File: config.mk
export PLATFORM = sky130hd
export DESIGN_NAME = rvv_vrf_wr_sched
export DESIGN_NICKNAME = d
export VERILOG_FILES = /design/src/rtl/rvv_vrf_wr_sched.sv
export SDC_FILE = /design/constraint.sdc
export NUM_CORES = 1
export LEC_CHECK = 0
export ABC_CLOCK_PERIOD_IN_PS = 17090
export BUFFER_PORTS_ARGS = -buffer_cell sky130_fd_sc_hd__buf_2
export CELL_PAD_IN_SITES_DETAIL_PLACEMENT = 1
export CELL_PAD_IN_SITES_GLOBAL_PLACEMENT = 2
export CORE_AREA = 2 2 351 353
export DETAILED_ROUTE_END_ITERATION = 6
export DIE_AREA = 0 0 353 355
export PLACE_DENSITY = 0.53
export SKIP_LAST_GASP = 1
export SLEW_MARGIN = 20
export SYNTH_ARGS = -nofsm -noshare
export SYNTH_HDL_FRONTEND = slang
export SYNTH_SLANG_ARGS = --single-unit
File: constraint.sdc
create_clock -name clk -period 17.09 [get_ports clk]
set_clock_uncertainty 0.2 [all_clocks]
set_input_delay 1.709 -clock clk [delete_from_list [all_inputs] [get_ports clk]]
set_output_delay 1.709 -clock clk [all_outputs]
set_load 0.01 [all_outputs]
File: src/rtl/rvv_vrf_wr_sched.sv
`default_nettype none
// ============================================================================
// Module   : rvv_vrf_wr_sched
// Brief    : Vector register file write-back scheduler. Grants up to NUM_WP
//            requesters per cycle in rotating priority without same-register
//            collisions, and registers the winners onto the VRF write ports.
// Revision : 1.0 - initial release
// ============================================================================
module rvv_vrf_wr_sched #(
    parameter int NUM_REQ = 4,
    parameter int NUM_WP  = 2,
    parameter int VLEN    = 128,
    parameter int IDX_W   = 5
) (
    input  logic                                  clk,
    input  logic                                  rst,
    input  logic [NUM_REQ-1:0]                    req_valid,
    output logic [NUM_REQ-1:0]                    req_ready,
    input  logic [NUM_REQ-1:0][IDX_W-1:0]         req_addr,
    input  logic [NUM_REQ-1:0][VLEN-1:0]          req_data,
    input  logic [NUM_REQ-1:0][VLEN/8-1:0]        req_be,
    input  logic                                  vrf_stall,
    output logic [NUM_WP-1:0]                     wp_valid,
    output logic [NUM_WP-1:0][IDX_W-1:0]          wp_addr,
    output logic [NUM_WP-1:0][VLEN-1:0]           wp_data,
    output logic [NUM_WP-1:0][VLEN/8-1:0]         wp_be,
    output logic                                  v0_upd,
    output logic [$clog2(NUM_REQ)-1:0]            rr_ptr_o
);

    localparam int c_PTR_W = $clog2(NUM_REQ);
    localparam int c_BE_W  = VLEN / 8;

    logic [c_PTR_W-1:0]                 r_rr_ptr;
    logic [NUM_WP-1:0]                  r_wp_valid;
    logic [NUM_WP-1:0][IDX_W-1:0]       r_wp_addr;
    logic [NUM_WP-1:0][VLEN-1:0]        r_wp_data;
    logic [NUM_WP-1:0][c_BE_W-1:0]      r_wp_be;
    logic                               r_v0_upd;

    logic [NUM_REQ-1:0]                 w_grant;
    int                                 w_n_grant;
    logic [NUM_WP-1:0][c_PTR_W-1:0]     w_port_src;
    logic [c_PTR_W-1:0]                 w_last;
    logic [c_PTR_W-1:0]                 w_ptr_next;
    logic                               w_v0_hit;

    // Scan from the priority pointer; the k-th grant lands on write port k.
    always_comb begin : p_scan
        int   idx;
        logic conflict;
        w_grant    = '0;
        w_n_grant  = 0;
        w_port_src = '0;
        w_last     = r_rr_ptr;
        w_v0_hit   = 1'b0;
        idx        = 0;
        conflict   = 1'b0;
        if (!rst && !vrf_stall) begin
            for (int k = 0; k < NUM_REQ; k++) begin
                idx = int'(r_rr_ptr) + k;
                if (idx >= NUM_REQ) begin
                    idx = idx - NUM_REQ;
                end
                conflict = 1'b0;
                for (int j = 0; j < NUM_REQ; j++) begin
                    if (w_grant[j] && (req_addr[j] == req_addr[idx])) begin
                        conflict = 1'b1;
                    end
                end
                if (req_valid[idx] && !conflict && (w_n_grant < NUM_WP)) begin
                    w_grant[idx] = 1'b1;
                    for (int p = 0; p < NUM_WP; p++) begin
                        if (p == w_n_grant) begin
                            w_port_src[p] = c_PTR_W'(idx);
                        end
                    end
                    w_n_grant = w_n_grant + 1;
                    w_last    = c_PTR_W'(idx);
                    if (req_addr[idx] == '0) begin
                        w_v0_hit = 1'b1;
                    end
                end
            end
        end
    end

    assign w_ptr_next = (int'(w_last) == NUM_REQ - 1) ? '0 : (w_last + c_PTR_W'(1));

    always_ff @(posedge clk) begin
        if (rst) begin
            r_rr_ptr   <= '0;
            r_wp_valid <= '0;
            r_wp_addr  <= '0;
            r_wp_data  <= '0;
            r_wp_be    <= '0;
            r_v0_upd   <= 1'b0;
        end else begin
            if (w_n_grant > 0) begin
                r_rr_ptr <= w_ptr_next;
            end
            // Idle ports keep their last payload; only the valid bit drops.
            for (int p = 0; p < NUM_WP; p++) begin
                if (p < w_n_grant) begin
                    r_wp_valid[p] <= 1'b1;
                    r_wp_addr[p]  <= req_addr[w_port_src[p]];
                    r_wp_data[p]  <= req_data[w_port_src[p]];
                    r_wp_be[p]    <= req_be[w_port_src[p]];
                end else begin
                    r_wp_valid[p] <= 1'b0;
                end
            end
            r_v0_upd <= w_v0_hit;
        end
    end

    assign req_ready = w_grant;
    assign wp_valid  = r_wp_valid;
    assign wp_addr   = r_wp_addr;
    assign wp_data   = r_wp_data;
    assign wp_be     = r_wp_be;
    assign v0_upd    = r_v0_upd;
    assign rr_ptr_o  = r_rr_ptr;

endmodule
`default_nettype wire

# == Yosys cells after proc, flatten, opt, wreduce, memory -nomap -nowiden ==
# Cells that the tools add are included.
# totals
register_bits,303
latch_bits,0
ramBits,0
mem_bits_ro,0
inputBits,603
output_inout_bits,307
elab_cells,206
memories,0
# op_classes
add_sub_neg,11
multipliers,0
div,0
order_cmp,20
eq_ne,16
n_shift,0
n_mux,110
bitwise_logic,4
n_reduce_logical,36
# op_table
operator,n
$bmux W128 S2,2
$mux W32,15
$mux W128,2
$ge A32 B1 Y1 const B,4
$lt A32 B4 Y1 const B,4
$add A32 B2 Y32 const B,3
$eq A2 B32 Y1 const A,3
$logic_not A32 Y1,3
$lt A32 B3 Y1 const B,3
$bmux W16 S2,2
$bmux W5 S2,6
$eq A5 B5 Y1,12
$mux W5,10
$mux W4,12
$mux W1,38
$gt A32 B1 Y1 const B,1
$lt A1 B32 Y1 const A,1
$lt A2 B32 Y1 const A,1
$mux W16,2
$mux W2,13
$logic_and A1 B1 Y1,23
$logic_not A5 Y1,4
$or A4 B4 Y4,3
$sub A3 B3 Y4 const B,3
other kinds (13),27

# == Longest topological paths before layout ==
# depth
depth_word,44
depth_mapped,32
ltp_nobuf,24

# == Worst setup path before layout ==
# OpenSTA, ideal clock, no wires.
# synth_timing
path_kind,input port to output port
startpoint,input req_addr[9] in the netlist's numbering
endpoint,output req_ready[0]
arrival_time_ps,5917
t_required_ps,15181
setup_slack_ps,9264
path_stages,22
path_buffers,2
cell_sequence,buf_2 xor2_1 or4_1 nand3_1 o311ai_0 o22ai_1 nor2_1 clkbuf_1 ha_1 nand2b_1 a31oi_1 a21bo_2 or3_4 nor2_1 inv_1 fa_1 o211ai_1 a2111oi_0 o221ai_1 nor2_1 a21oi_1 nor2_1
# synth_between
elab_chain_len,37
word_cells_on_any_way,72
cone_classes,1 x add/sub; 2 x order compare; 12 x eq/ne; 34 x mux; 2 x bitwise; 21 x reduce/logical
# synth_lines
item,line,text
from (decl),19,"input logic [NUM_REQ-1:0][IDX_W-1:0] req_addr,"
branches (longest 35 deep; another with $bmux W5 S2),n/a,
$mux W4 *,71,if (req_valid[idx] && !conflict && (w_n_grant < NUM_WP)) begin
$mux W4 *,59,if (!rst && !vrf_stall) begin
to (decl),18,"output logic [NUM_REQ-1:0] req_ready,"
# Every way passes the cells marked *. The select of a mux whose other input is x is not followed.

# == Worst setup path after layout ==
# layout_timing
startpoint,register r_rr_ptr[1] (netlist: rr_ptr_o[1])
endpoint,register r_wp_data (netlist bit wp_data[160])
# layout_between
elab_chain_len,44
word_cells_on_any_way,138
cone_classes,10 x add/sub; 14 x order compare; 15 x eq/ne; 73 x mux; 2 x bitwise; 24 x reduce/logical
# layout_lines
item,line,text
from (decl),34,logic [c_PTR_W-1:0] r_rr_ptr;
from (signal assigned),100,r_rr_ptr <= w_ptr_next;
branches (longest 44 deep; another with $ge A32 B1 Y1),n/a,
"to (signal, indexed assignment)",107,r_wp_data[p] <= req_data[w_port_src[p]];
to (decl),37,logic [NUM_WP-1:0][VLEN-1:0] r_wp_data;
# Several ways; the timed one is not identified. The select of a mux whose other input is x is not followed.
# A chain may end at the register's enable or synchronous reset.

==> results.yml <==
run_status:
  status: "complete, no violations"
placed_design:
  port_buffers: 909
  place_ws_ns: 7.44
  gp_congestion: 0.852
  dp_hpwl_um: 85900
synthesis:
  synth_common_cells: "mux2i_1 (621), nand2_1 (315), dfxtp_1 (303)"
  synth_cell_types: 70
  syn_inst: 2019
  synth_edf_count: 0
  yosysMostFrequentCell: "mux2i_1"
  ys.flop_type: "dfxtp_1"
  yosysTopAreaCellShare: 0.321
  synthArstFlopShare: 0
  yosys.area.top_type: "mux2i_1"
  syn_nets: 2636
  yosysWarnings: 0
  avgSynthCellArea_um2: 9.58
  syn_area_um2: 19300
  synth-seq-area-share: 0.314
  synth-seq-cells: 303
  synth_area_leaders: "mux2i_1 (32%), dfxtp_1 (31%), o221ai_1 (13%)"
clock_network:
  clock-root-buffer: "clkbuf_16"
  max-clock-path-buffers: 3
  cts.sinks: 303
  cts_buffers: 45
  holdBufCountCts: 0
  postCtsSetupRepairBufs: 0
  cts.clk_slew.worst_paths_ns: 0.06
  htree_levels: 2
  cts_resized: 0
  clock_latency_ns: 0.62
  cts_tree: "done"
route:
  drt-total-wl_um: 117000
  routed_via_density: 4.59
  first_iter_violations: 1018
  drc: 0
  drt_first_pass_iters: 7
  drt.antenna.violating_nets: 0
  vias: 20600
  avgRoutedWirePerCell_um: 26.1
min_path:
  worstHoldPathCells: 2
  min_from: "wp_data[43]$_SDFFE_PP0P_"
  min_path_type: "reg2reg"
  whs_endpoint: "wp_data[43]$_SDFFE_PP0P_"
grt:
  grt_pass1_vias: 21600
  track_usage: 0.176
  grt_max_degree: 118
  grt_pass1_wl_um: 164000
  grt_antenna_before_repair: 43
  grt.overflow.total: 0
worst_setup_path:
  critical_path_arrival_ns: 9.60
  cp_max_fo: 55
  cp_data_required_time_ns: 17.38
  start_kind: "flop"
  timing.rr.start: "rr_ptr_o[1]$_SDFFE_PP0P_"
  crit_type: "reg2reg"
  rr_endpoint: "wp_data[160]$_SDFFE_PP0P_"
  rr_worst_depth: 25
  r2r_slack_ns: 7.77
  end_kind: "flop"
die:
  die_w_um: 353
  initial_core_util: 0.159
  std_cell_rows: 128
  die_h_um: 355
  die_area_um2: 125000
  fp.coreArea_um2: 121000
  io-pin-count: 910
power:
  power_uw: 5240
  peakVddDrop_mv: 0.170
  leakagePower_uw: 0.0131
  power_density_nw_per_um2: 196
timing:
  fin_crit_ns: 9.32
  fin_ws_ns: 7.77
  drv_slew: 0
  relSlewSlack: 0.233
  fin_crit_sh: 0.545
  fmax_mhz: 107
  hold_viol_final: 0
  finalSetupTns_ns: 0
  rsz0062_at_grt: "no"
  setup_violations: 0
  worst_pin_slew_ns: 1.15
final_layout:
  layout-drive-gt1-share: 0.368
  fillers: 14400
  fin_util: 0.220
  area_growth_syn_to_layout_pct: 37.9
  ff_latch_area_um2: 6070
  final_nets: 3418
  multi_input_area_um2: 12200
run:
  drv_cap: 0
==> worst max-delay path by stage <==
stage / cells past startpoint / from / slack, ns / to
floorplan: 22 / req_addr[9] / 9.26 / req_ready[0]
global placement: 23 / req_addr[15] / 7.53 / wp_data[176]$_SDFFE_PP0P_
detailed placement: 23 / req_addr[15] / 7.44 / wp_data[176]$_SDFFE_PP0P_
CTS: 24 / rr_ptr_o[1]$_SDFFE_PP0P_ / 7.82 / req_ready[2]
global route: 25 / rr_ptr_o[1]$_SDFFE_PP0P_ / 7.22 / wp_data[234]$_SDFFE_PP0P_
finish: 25 / rr_ptr_o[1]$_SDFFE_PP0P_ / 7.77 / wp_data[160]$_SDFFE_PP0P_
==> through the flow <==
stage	area [um^2]	hold WS, ns	std cells
3_5_place_dp	25100	0.244	4379
6_report	26700	0.259	4477
3_3_place_gp	25100	0.239	4379
4_1_cts	26600	0.261	4458
5_1_grt	26700	0.281	4473
2_1_floorplan	19300	0.303	2019
==> sequential cells by signal (all words and copies together) (netlist names) <==
register  count
rr_ptr_o      2
wp_data     256
v0_upd        1
wp_valid      2
wp_addr      10
wp_be        32
==> per-layer routing <==
layer / part of all wire / up-vias / GRT usage
li1: - / 9352 / -
met1: 0.40 / 10300 / 0.206
met2: 0.50 / 691 / 0.312
met3: 0.068 / 175 / 0.0489
met4: 0.031 / 40 / 0.0550
met5: 0.0020 / - / 0
==> kinds of logic after synthesis <==
kind of cell | synth area share
simple gates | 0.0872
compound gates | 0.175
flops | 0.314
xor+xnor | 0.0226
fa+ha+maj | 0.00944
mux | 0.331
buf+inv | 0.0615
==> critical path, cell delays in order (launching register included) <==
cell and delay, ns:
dfxtp_1 0.30, buf_4 0.32, inv_1 0.32, ha_1 0.40, inv_1 0.29, or3_1 0.44
a211oi_1 0.28, o2111ai_1 0.26, o311ai_1 0.18, nor2_1 0.30, ha_1 0.27, nand2b_1 0.17
a31oi_1 0.13, a21bo_2 0.26, or3_4 0.39, nor2_1 0.49, inv_1 0.24, fa_1 0.61
inv_1 0.10, ha_1 0.22, and3_1 0.19, o221ai_4 0.50, buf_4 0.79, buf_4 0.91
mux2i_1 0.28, o221ai_1 0.14
==> power breakdown <==
part	internal, uW	switching [uW]
Sequential	907	93.9
Clock	569	416
Combinational	1230	2030
Total	2710	2530
==> cell type report <==
cell class              instances  share of cell area
multi-input cells            1499               0.457
well taps                    1625              0.0762
diodes                         19             0.00178
clock inverters                14             0.00656
clock buffers                  65              0.0495
flip-flops and latches        303               0.227
repair buffers                938               0.180
inverters                      14             0.00197
==> placed cells by master, fill, tap and decap left out, types with 8 or more instances in the layout <==
master	count
clkbuf_1	8
nand3_1	12
mux2i_1	619
a21oi_1	20
nor2_1	20
diode_2	19
o21ai_0	9
nor3_1	14
dfxtp_1	302
inv_1	11
xor2_1	34
clkinv_2	8
clkbuf_16	45
buf_2	909
nand2_1	313
buf_4	26
o221ai_1	296
clkbuf_8	12
ha_1	13
xnor2_1	16
Note: power is estimated with default switching activity, not from simulation.
